<file path="config.mk">
export PLATFORM = sky130hd
export DESIGN_NAME = memory_access_unit
export DESIGN_NICKNAME = d
export VERILOG_FILES = /design/src/rtl/memory_access_unit_pkg.sv /design/src/rtl/load_store_align.sv /design/src/rtl/memory_access_unit.sv
export SDC_FILE = /design/constraint.sdc
export NUM_CORES = 1
export LEC_CHECK = 0
export BUFFER_PORTS_ARGS = -buffer_cell sky130_fd_sc_hd__buf_2
export CORE_MARGIN = 8
export CORE_UTILIZATION = 44
export CTS_CLUSTER_SIZE = 30
export DETAILED_ROUTE_END_ITERATION = 12
export PLACE_DENSITY = 0.91
export SETUP_SLACK_MARGIN = 0.2
export SLEW_MARGIN = 20
export SYNTH_ARGS = -nofsm -noshare
export SYNTH_HDL_FRONTEND = slang
export SYNTH_SLANG_ARGS = --single-unit
</file>
<file path="constraint.sdc">
create_clock -name clk -period 2.15 [get_ports clk]
set_input_delay 0.3225 -clock clk [delete_from_list [all_inputs] [get_ports clk]]
set_output_delay 0.3225 -clock clk [all_outputs]
set_load 0.005 [all_outputs]
</file>
<file path="src/rtl/memory_access_unit_pkg.sv">
// Shared encodings for the memory stage: funct3 access sizes, ResultSrc selects,
// FSM states and the memory/writeback register layout.
package memory_access_unit_pkg;

  localparam logic [2:0] F3_BYTE  = 3'b000;
  localparam logic [2:0] F3_HALF  = 3'b001;
  localparam logic [2:0] F3_WORD  = 3'b010;
  localparam logic [2:0] F3_BYTEU = 3'b100;
  localparam logic [2:0] F3_HALFU = 3'b101;

  localparam logic [1:0] RS_ALU = 2'b00;
  localparam logic [1:0] RS_MEM = 2'b01;
  localparam logic [1:0] RS_PC4 = 2'b10;

  typedef enum logic [1:0] {
    ST_IDLE = 2'd0,
    ST_WAIT = 2'd1,
    ST_ERR  = 2'd2
  } state_t;

  typedef struct packed {
    logic        reg_write;
    logic [1:0]  result_src;
    logic [4:0]  rd;
    logic [31:0] alu_result;
    logic [31:0] read_data;
    logic [31:0] pc_plus4;
  } w_stage_t;

endpackage

</file>
<file path="src/rtl/load_store_align.sv">
// Combinational lane logic: size/alignment decode, store byte enables and lane
// replication, load lane extraction with sign or zero extension.
module load_store_align
  import memory_access_unit_pkg::*;
(
  input  logic [2:0]  funct3_i,
  input  logic [1:0]  offset_i,
  input  logic        is_store_i,
  input  logic [31:0] store_data_i,
  input  logic [31:0] rdata_i,
  output logic        size_ok_o,
  output logic        aligned_o,
  output logic [3:0]  be_o,
  output logic [31:0] wdata_o,
  output logic [31:0] load_data_o
);

  logic [7:0]  byte_lane;
  logic [15:0] half_lane;

  assign byte_lane = rdata_i[{offset_i, 3'b000} +: 8];
  assign half_lane = offset_i[1] ? rdata_i[31:16] : rdata_i[15:0];

  // NOTE: every output gets a default first so no path through the case infers a latch.
  always_comb begin
    size_ok_o   = 1'b0;
    aligned_o   = 1'b0;
    be_o        = 4'b0000;
    wdata_o     = store_data_i;
    load_data_o = 32'h0;
    case (funct3_i)
      F3_BYTE: begin
        size_ok_o   = 1'b1;
        aligned_o   = 1'b1;
        load_data_o = {{24{byte_lane[7]}}, byte_lane};
      end
      F3_HALF: begin
        size_ok_o   = 1'b1;
        aligned_o   = ~offset_i[0];
        load_data_o = {{16{half_lane[15]}}, half_lane};
      end
      F3_WORD: begin
        size_ok_o   = 1'b1;
        aligned_o   = (offset_i == 2'b00);
        load_data_o = rdata_i;
      end
      F3_BYTEU: begin
        size_ok_o   = ~is_store_i;
        aligned_o   = 1'b1;
        load_data_o = {24'h0, byte_lane};
      end
      F3_HALFU: begin
        size_ok_o   = ~is_store_i;
        aligned_o   = ~offset_i[0];
        load_data_o = {16'h0, half_lane};
      end
      default: ;
    endcase

    // Stores drive the data on every lane of its size; the enables pick the lanes.
    if (is_store_i) begin
      case (funct3_i[1:0])
        2'b00: begin
          be_o    = 4'b0001 << offset_i;
          wdata_o = {4{store_data_i[7:0]}};
        end
        2'b01: begin
          be_o    = 4'b0011 << offset_i;
          wdata_o = {2{store_data_i[15:0]}};
        end
        default: be_o = 4'b1111;
      endcase
    end
  end

endmodule

</file>
<file path="src/rtl/memory_access_unit.sv">
// Pipeline memory stage: drives the data-memory handshake, stalls on wait states,
// abandons accesses after TIMEOUT cycles and feeds the memory/writeback register.
module memory_access_unit
  import memory_access_unit_pkg::*;
#(
  parameter int TIMEOUT = 16
) (
  input  logic        clk,
  input  logic        rst,
  input  logic        RegWrite_M,
  input  logic        MemWrite_M,
  input  logic [1:0]  ResultSrc_M,
  input  logic [4:0]  RD_M,
  input  logic [2:0]  funct3_M,
  input  logic [31:0] ALU_Result_M,
  input  logic [31:0] WriteData_M,
  input  logic [31:0] PCPlus4_M,
  output logic        mem_req,
  output logic        mem_we,
  output logic [31:0] mem_addr,
  output logic [3:0]  mem_be,
  output logic [31:0] mem_wdata,
  input  logic [31:0] mem_rdata,
  input  logic        mem_ack,
  output logic        stall_M,
  output logic        misalign_err,
  output logic        bus_err,
  output logic        RegWrite_W,
  output logic [1:0]  ResultSrc_W,
  output logic [4:0]  RD_W,
  output logic [31:0] ALU_Result_W,
  output logic [31:0] ReadData_W,
  output logic [31:0] PCPlus4_W
);

  localparam int CNT_W = $clog2(TIMEOUT) + 1;
  localparam logic [CNT_W-1:0] CNT_LAST = CNT_W'(TIMEOUT - 1);
  localparam logic [CNT_W-1:0] CNT_MAX  = '1;

  state_t           state_q, state_d;
  logic [CNT_W-1:0] cnt_q, cnt_d;
  w_stage_t         w_q, w_d;
  logic             misalign_q, misalign_d;

  logic        is_store, is_load, access, size_ok, aligned, legal;
  logic [31:0] load_data;

  // A store flag wins over a memory result select.
  assign is_store = MemWrite_M;
  assign is_load  = (ResultSrc_M == RS_MEM) & ~MemWrite_M;
  assign access   = is_store | is_load;

  load_store_align u_align (
    .funct3_i     (funct3_M),
    .offset_i     (ALU_Result_M[1:0]),
    .is_store_i   (is_store),
    .store_data_i (WriteData_M),
    .rdata_i      (mem_rdata),
    .size_ok_o    (size_ok),
    .aligned_o    (aligned),
    .be_o         (mem_be),
    .wdata_o      (mem_wdata),
    .load_data_o  (load_data)
  );

  assign legal      = size_ok & aligned;
  assign misalign_d = access & ~legal & (state_q != ST_ERR);

  // NOTE: sequential state uses non-blocking assignments so all registers update together.
  always_ff @(posedge clk or negedge rst) begin
    if (!rst) begin
      state_q <= ST_IDLE;
      cnt_q   <= '0;
    end else begin
      state_q <= state_d;
      cnt_q   <= cnt_d;
    end
  end

  // cnt_q holds the number of wait cycles already spent on the current access.
  always_comb begin
    state_d = state_q;
    cnt_d   = '0;
    case (state_q)
      ST_IDLE: begin
        if (mem_req && !mem_ack) begin
          state_d = ST_WAIT;
          cnt_d   = {{(CNT_W-1){1'b0}}, 1'b1};
        end
      end
      ST_WAIT: begin
        cnt_d = (cnt_q == CNT_MAX) ? cnt_q : cnt_q + 1'b1;
        if (mem_ack)                state_d = ST_IDLE;
        else if (cnt_q >= CNT_LAST) state_d = ST_ERR;
      end
      ST_ERR:  state_d = ST_IDLE;
      default: state_d = ST_IDLE;
    endcase
  end

  always_comb begin
    mem_req  = access & legal & (state_q != ST_ERR);
    mem_we   = is_store;
    mem_addr = {ALU_Result_M[31:2], 2'b00};
    stall_M  = mem_req & ~mem_ack;
    bus_err  = (state_q == ST_ERR);
  end

  // Stalls insert a bubble and hold; dropped accesses advance with RegWrite cleared.
  always_comb begin
    w_d = w_q;
    if (stall_M) begin
      w_d.reg_write = 1'b0;
    end else begin
      w_d.reg_write  = RegWrite_M & ~misalign_d & (state_q != ST_ERR);
      w_d.result_src = ResultSrc_M;
      w_d.rd         = RD_M;
      w_d.alu_result = ALU_Result_M;
      w_d.pc_plus4   = PCPlus4_M;
    end
    if (mem_req && mem_ack && is_load) w_d.read_data = load_data;
  end

  always_ff @(posedge clk or negedge rst) begin
    if (!rst) begin
      w_q        <= '0;
      misalign_q <= 1'b0;
    end else begin
      w_q        <= w_d;
      misalign_q <= misalign_d;
    end
  end

  assign misalign_err = misalign_q;
  assign RegWrite_W   = w_q.reg_write;
  assign ResultSrc_W  = w_q.result_src;
  assign RD_W         = w_q.rd;
  assign ALU_Result_W = w_q.alu_result;
  assign ReadData_W   = w_q.read_data;
  assign PCPlus4_W    = w_q.pc_plus4;

endmodule

</file>
==> summary.txt, run 1 <==
Route
  – Post-route ant nets: 0
  – Initial DRC count: 313
  – Drt pass-1 iters: 4
  – Via density: 4.97
  – Detailed Route WL: 18.3 mm
  – Wire length per cell: 19.3 um
  – Drt drc: 0
  – Via count: 4720

Placed design
  – DP HPWL: 14.6 mm
  – Port Buf Inserts: 317
  – Routability Congestion: 0.898
  – Pre-CTS setup slack: 0.0636 ns

Setup path
  – Crit Path Max Fanout: 28
  – CP bufs+invs: 3
  – Critical Path Start Type: input pin
  – Critical Setup Path Class: in2reg
  – CP endpoint kind: register
  – R2R depth: 6
  – RR Startpoint: state_q[1]$_DFFE_PN0P_
  – Worst EP arrival: 2.15 ns
  – Max incr delay on CP: 0.37 ns
  – R2r setup slk: 0.24 ns
  – Critical Path RT: 2.37 ns
  – Crit path max-delay family: simple AND/OR/NAND/NOR gates
  – CP max stage cell: nor4_2
  – Crit path launch: funct3_M[2]
  – R2r endpoint: PCPlus4_W[24]$_DFFE_PN0P_
  – Crit-path cells: buf_2 -> nor4_2 -> nor2_1 -> nor3_4 -> buf_4 -> bufbuf_16 -> mux2_1

Timing
  – Final Hold Viols: 0
  – Setup ws final: 0.224 ns
  – Setup TNS Final: 0 ns
  – Fmax: 0.519 GHz
  – Crit path time final: 1.93 ns
  – Relative slew slack: 62.2%
  – Final Cycle Share: 89.6%
  – Max Transition Viols Final: 0
  – Slew @ Worst Pin: 0.563 ns
  – Final Setup Violations: 0
  – Final Skew: 0.00983 ns
  – RSZ-0062 raised after global routing: true

Cells and area
  – Nets: 917
  – Share of layout cells above drive strength 1: 49.6%
  – # fillers: 1043
  – Leading cell types in the layout, fill and taps excluded: 316 x buf_2, 112 x dfrtp_1, 78 x mux2_1, 38 x nor2_1
  – Most common cell after layout, fill and taps aside: buf_2
  – Total area of sequential cells: 2800 um2
  – Synth-to-layout area growth: 35.4%
  – Footprint of the multi-input gates: 2280 um2

GRT
  – Vias in the first global route: 5172
  – Largest net degree at the start of global routing: 60
  – Global route overflow: 0
  – Initial antenna violation count: 1
  – Gr usage total: 22.1%
  – First-pass GRT wire length: 28.1 mm

Min path
  – Worst hold path depth: 2
  – Hold Path Class: in2reg
  – Hold path start: PCPlus4_M[6]
  – Hold Path End: PCPlus4_W[6]$_DFFE_PN0P_

Clock tree
  – Total CTS buffers: 9
  – Clock Sink Count: 112
  – H-tree depth: 3
  – Root Driver: clkbuf_16
  – Clk slew on worst S/H paths: 0.07 ns
  – Worst skew pair latency: 0.34 ns
  – CTS tree: built
  – Clock Path Buffers: 2

Floorplanning
  – DIE HEIGHT: 128 um
  – Die Width: 128 um
  – Row count: 41
  – Die area: 16400 um2
  – Core area: 12500 um2
  – Initial Utilization: 44.5%
  – I/O pins: 320

Power
  – Power Dens Cells: 715 nW/um2
  – Pint: 0.00386 W
  – Sequential power share: 47.3%
  – Leakage: 3.73 nW
  – Comb power frac: 22.3%
  – Switching Share: 28.1%
  – Switch Pwr: 0.00151 W
  – Worst vdd ir: 380 uV
  – Clock Power Share: 30.4%

Synth
  – Seq/Total Area, Yosys: 50.6%
  – Post-synth cell types: 40
  – Ys async rst share: 100%
  – Flops & latches, synth: 112
  – Mapped cell area: 5540 um2
  – Mapped Cells: 485
  – Post-synth top flop: dfrtp_1
  – Mean Syn Cell Area: 11.4 um2
  – Yosys warnings: 0
  – Post-synth EDFFs: 0

Flow run
  – # Max-Cap Violations: 0

Run status
  – Run status: complete, no violations
## layout make-up
class / count / share of cell area [%]
Antenna cell: 1 / 0.0333
Clock inverter: 4 / 0.500
Timing Repair Buffer: 344 / 25.2
Sequential cell: 112 / 37.3
Tap cell: 172 / 2.87
Clock buffer: 12 / 3.42
Inverter: 3 / 0.150
Multi-Input combinational cell: 301 / 30.4
## flip-flops by register name, indices dropped and copies added (netlist names)
register,cells
ALU_Result_W,32
PCPlus4_W,32
ReadData_W,32
RD_W,5
cnt_q,5
ResultSrc_W,2
state_q,2
RegWrite_W,1
misalign_err,1
## per-layer routing
metal,vias up,GRT usage (%),routed length (um)
met4,0,7.48,325
met5,-,0,0
met1,2226,23.2,6540
met2,245,39.6,9410
met3,23,8.61,2030
li1,2226,-,-
## repair_timing
item / in CTS / in global routing
resized for setup: 2 / 1
buffers inserted: 3 / 1
gates cloned: 2 / 0
hold buffers: 1 / 0
endpoints found under the hold margin: 34 / 0
pin swaps: 1 / 1
endpoints found under the setup margin: 2 / 75
## synth_stat cells, types with 3 or more instances
| master | number | share of area, % |
|---|---|---|
| mux2_2 | 17 | 3.5 |
| nor3b_1 | 7 | 0.95 |
| o21a_1 | 11 | 1.5 |
| mux2i_1 | 10 | 1.8 |
| clkbuf_1 | 10 | 0.68 |
| nor3_1 | 7 | 0.63 |
| inv_1 | 3 | 0.20 |
| mux2_1 | 78 | 16 |
| o21ai_0 | 8 | 0.72 |
| a21oi_1 | 36 | 3.2 |
| o211ai_1 | 7 | 0.95 |
| o21ai_1 | 3 | 0.27 |
| buf_6 | 5 | 1.0 |
| nand2_1 | 36 | 2.4 |
| nand2b_1 | 5 | 0.56 |
| ha_1 | 3 | 0.68 |
| nor2b_1 | 3 | 0.34 |
| buf_4 | 42 | 5.7 |
| buf_2 | 10 | 0.90 |
| buf_1 | 3 | 0.20 |
| a221oi_1 | 8 | 1.3 |
| nor2_1 | 40 | 2.7 |
| dfrtp_1 | 112 | 51 |
## kinds of logic after synthesis
kind of cell,share of synthesized area (%)
compound gates,9.03
xor+xnor,0.474
fa+ha+maj,0.677
buf+inv,8.69
flops,50.6
mux,21.1
other cells,0.0676
simple gates,9.41
## power groups by stage
stage          registers [W]  logic, W  clock network [W]
3_3_place_gp         0.00256   0.00115                  0
6_report             0.00254   0.00120            0.00163
4_1_cts              0.00254   0.00122            0.00167
2_1_floorplan        0.00259  0.000493                  0
3_5_place_dp         0.00258   0.00118                  0
5_1_grt              0.00258   0.00132            0.00176
## how the worst max path moves through the flow
stage,endpoint,cells past startpoint,slack [ns]
after floorplan,mem_wdata[10],5,0.24
after global placement,stall_M,6,0.11
after detailed placement,ALU_Result_W[13]$_DFFE_PN0P_,6,0.06
after CTS,PCPlus4_W[24]$_DFFE_PN0P_,6,0.12
after global routing,PCPlus4_W[21]$_DFFE_PN0P_,6,0.18
final,PCPlus4_W[24]$_DFFE_PN0P_,7,0.22
## metrics by stage
stage / utilization (%) / total power [W] / cell area (um2) / hold WS (ns) / cells
finish: 60.2 / 0.00536 / 7500 / 0.182 / 949
global placement: 56.9 / 0.00371 / 7090 / 0.310 / 925
global route: 60.2 / 0.00566 / 7500 / 0.176 / 949
CTS: 60.1 / 0.00543 / 7490 / 0.168 / 947
floorplan: - / 0.00308 / 5550 / 0.0269 / 486
detailed placement: 56.9 / 0.00377 / 7090 / 0.308 / 925
(Power assumes the default switching activity.)
==> run 2, diff against run 1 <==
Settings changed: CORE_UTILIZATION 44 to 48, PLACE_DENSITY 0.91 to 0.95.
Clock period 2.15 ns to 2.3 ns, I/O delays scaled along.
==> summary.txt, run 2 (synthesis results as in run 1) <==
Run status
  – Run status: complete, no violations

Setup path
  – R2R depth: 6 (unchanged)
  – CP endpoint kind: output pin
  – Critical Path RT: 1.96 ns (-0.41 ns)
  – R2r setup slk: 0.45 ns (+0.21 ns)
  – Worst EP arrival: 1.62 ns (-0.53 ns)
  – Critical Setup Path Class: reg2out
  – R2r endpoint: PCPlus4_W[10]$_DFFE_PN0P_
  – Crit-path cells: nand2b_1 -> o21ai_1 -> nor3_4 -> buf_12 -> buf_2
  – Crit Path Max Fanout: 21 (-25%)
  – CP max stage cell: dfrtp_1
  – Max incr delay on CP: 0.40 ns (+0.03 ns)
  – RR Startpoint: state_q[0]$_DFFE_PN0P_
  – Critical Path Start Type: register

Route
  – Drt pass-1 iters: 5 (+1)
  – Post-route ant nets: 0 (unchanged)
  – Wire length per cell: 19.1 um (-0.86%)
  – Initial DRC count: 229 (-27%)
  – Via count: 4746 (+0.55%)
  – Drt drc: 0 (unchanged)
  – Via density: 5.19 (+4.3%)
  – Detailed Route WL: 17.5 mm (-4.4%)

Timing
  – Final Cycle Share: 85.5%
  – Crit path time final: 1.97 ns
  – Final Skew: 0.00751 ns (-0.00231 ns)
  – Final Setup Violations: 0 (unchanged)
  – Fmax: 0.508 GHz
  – RSZ-0062 raised after global routing: false
  – Max Transition Viols Final: 0 (unchanged)
  – Setup TNS Final: 0 ns (unchanged)
  – Final Hold Viols: 0 (unchanged)

Placed design
  – Placed Area: 7070 um2 (-0.30%)
  – Routability Congestion: 0.851 (-5.3%)
  – DP HPWL: 14.7 mm (+0.27%)
  – Port Buf Inserts: 317 (unchanged)

Cells and area
  – Antenna Diode Count: 0 (-1)
  – Nets: 913 (-0.44%)
  – Synth-to-layout area growth: 32.8%
  – Leading cell types in the layout, fill and taps excluded: 316 x buf_2, 112 x dfrtp_1, 78 x mux2_1, 39 x nor2_1
  – Share of layout cells above drive strength 1: 48.8% (-0.78 points)
  – Most common cell after layout, fill and taps aside: buf_2
  – Fin area: 7360 um2 (-1.9%)

GRT
  – First-pass GRT wire length: 26.3 mm (-6.5%)
  – Initial antenna violation count: 0 (-1)
  – Global route overflow: 0 (unchanged)
  – Vias in the first global route: 5014 (-3.1%)
  – Largest net degree at the start of global routing: 54 (-10%)
  – Gr usage total: 22.2% (+0.024 points)

Clock tree
  – Postcts setup bufs: 0 (-3)
  – Clock Path Buffers: 2 (unchanged)
  – H-tree depth: 3 (unchanged)
  – Clk slew on worst S/H paths: 0.07 ns (about the same)
  – Clock Sink Count: 112 (unchanged)
  – Root Driver: clkbuf_16
  – Total CTS buffers: 9 (unchanged)
  – Worst skew pair latency: 0.33 ns (about the same)
  – CTS tree: built

Power
  – Pint: 0.00359 W (-7.1%)
  – Clock Power Share: 30.0% (-0.4 points)
  – Sequential power share: 47.9% (+0.6 points)
  – Power Dens Cells: 673 nW/um2 (-5.9%)
  – Switch Pwr: 0.00137 W (-9.1%)
  – Comb power frac: 22.1% (-0.2 points)
  – Worst vdd ir: 413 uV (+8.6%)
  – Leakage: 3.67 nW (-1.5%)
  – Switching Share: 27.6% (-0.44 points)

Min path
  – Worst hold path depth: 2 (unchanged)
  – Hold Path Class: in2reg
  – Hold Path End: PCPlus4_W[3]$_DFFE_PN0P_
  – Hold path start: PCPlus4_M[3]

Floorplanning
  – Die area: 15200 um2 (-7.3%)
  – DIE HEIGHT: 123 um (-3.7%)
  – Die Width: 123 um (-3.7%)
  – Initial Utilization: 48.8% (+4.3 points)
  – I/O pins: 320 (unchanged)
  – Row count: 39 (-4.9%)
  – Core area: 11400 um2 (-8.8%)

Flow run
  – # Max-Cap Violations: 0 (unchanged)
[run 2: cell type report]
cell class              instances  area (um2)
inverters                       3        11.3
flip-flops and latches        112        2800
well taps                     143         179
repair buffers                340        1810
clock inverters                 3        25.0
clock buffers                  13         260
multi-input cells             301        2270
fillers                       880        4010
[run 2: worst max-delay path, delay by kind of cell, from the launching register on]
kind                   cells  cell delay (ns)
flip-flops                 1             0.40
AO/OA/AOI/OAI              1             0.16
AND/OR/NAND/NOR            2             0.41
buffers and inverters      2             0.32
[run 2: worst max-delay path by stage]
stage	endpoint	slack, ns	cells past startpoint	startpoint
after floorplan	mem_wdata[10]	0.35	5	funct3_M[1]
after global placement	PCPlus4_W[11]$_DFFE_PN0P_	0.23	7	ALU_Result_M[0]
after detailed placement	PCPlus4_W[10]$_DFFE_PN0P_	0.19	7	ALU_Result_M[0]
after CTS	stall_M	0.32	5	state_q[0]$_DFFE_PN0P_
after global routing	mem_wdata[8]	0.24	7	funct3_M[1]
final	stall_M	0.33	5	state_q[0]$_DFFE_PN0P_
[run 2: power groups by stage]
stage               clock (W)  combinational [W]  sequential, W
finish                0.00149            0.00109        0.00238
global route          0.00159            0.00121        0.00241
CTS                   0.00152            0.00112        0.00237
detailed placement          0            0.00111        0.00241
global placement            0            0.00108        0.00239
floorplan                   0           0.000461        0.00242
[run 2: metrics by stage]
stage | power [W] | util [%] | instances | worst slack [ns] | hold WS, ns
4_1_cts | 0.00501 | 64.8 | 915 | 0.316 | 0.209
3_3_place_gp | 0.00347 | 62.2 | 898 | 0.234 | 0.263
3_5_place_dp | 0.00352 | 62.2 | 898 | 0.190 | 0.267
5_1_grt | 0.00521 | 64.8 | 915 | 0.242 | 0.205
2_1_floorplan | 0.00288 | - | 486 | 0.345 | 0.0494
6_report | 0.00495 | 64.8 | 915 | 0.332 | 0.222
[run 2: what timing repair did]
action                    CTS  global route
gates resized for setup     0             0
hold endpoints to repair   21             0
hold buffers                1             0
[run 2: layer usage]
metal | wire [um] | vias to the layer above | GRT usage [%]
met4 | 444 | 0 | 9.48
met1 | 6100 | 2249 | 23.7
met5 | 0 | - | 0
li1 | - | 2220 | -
met3 | 1900 | 29 | 6.85
met2 | 9050 | 248 | 39.6
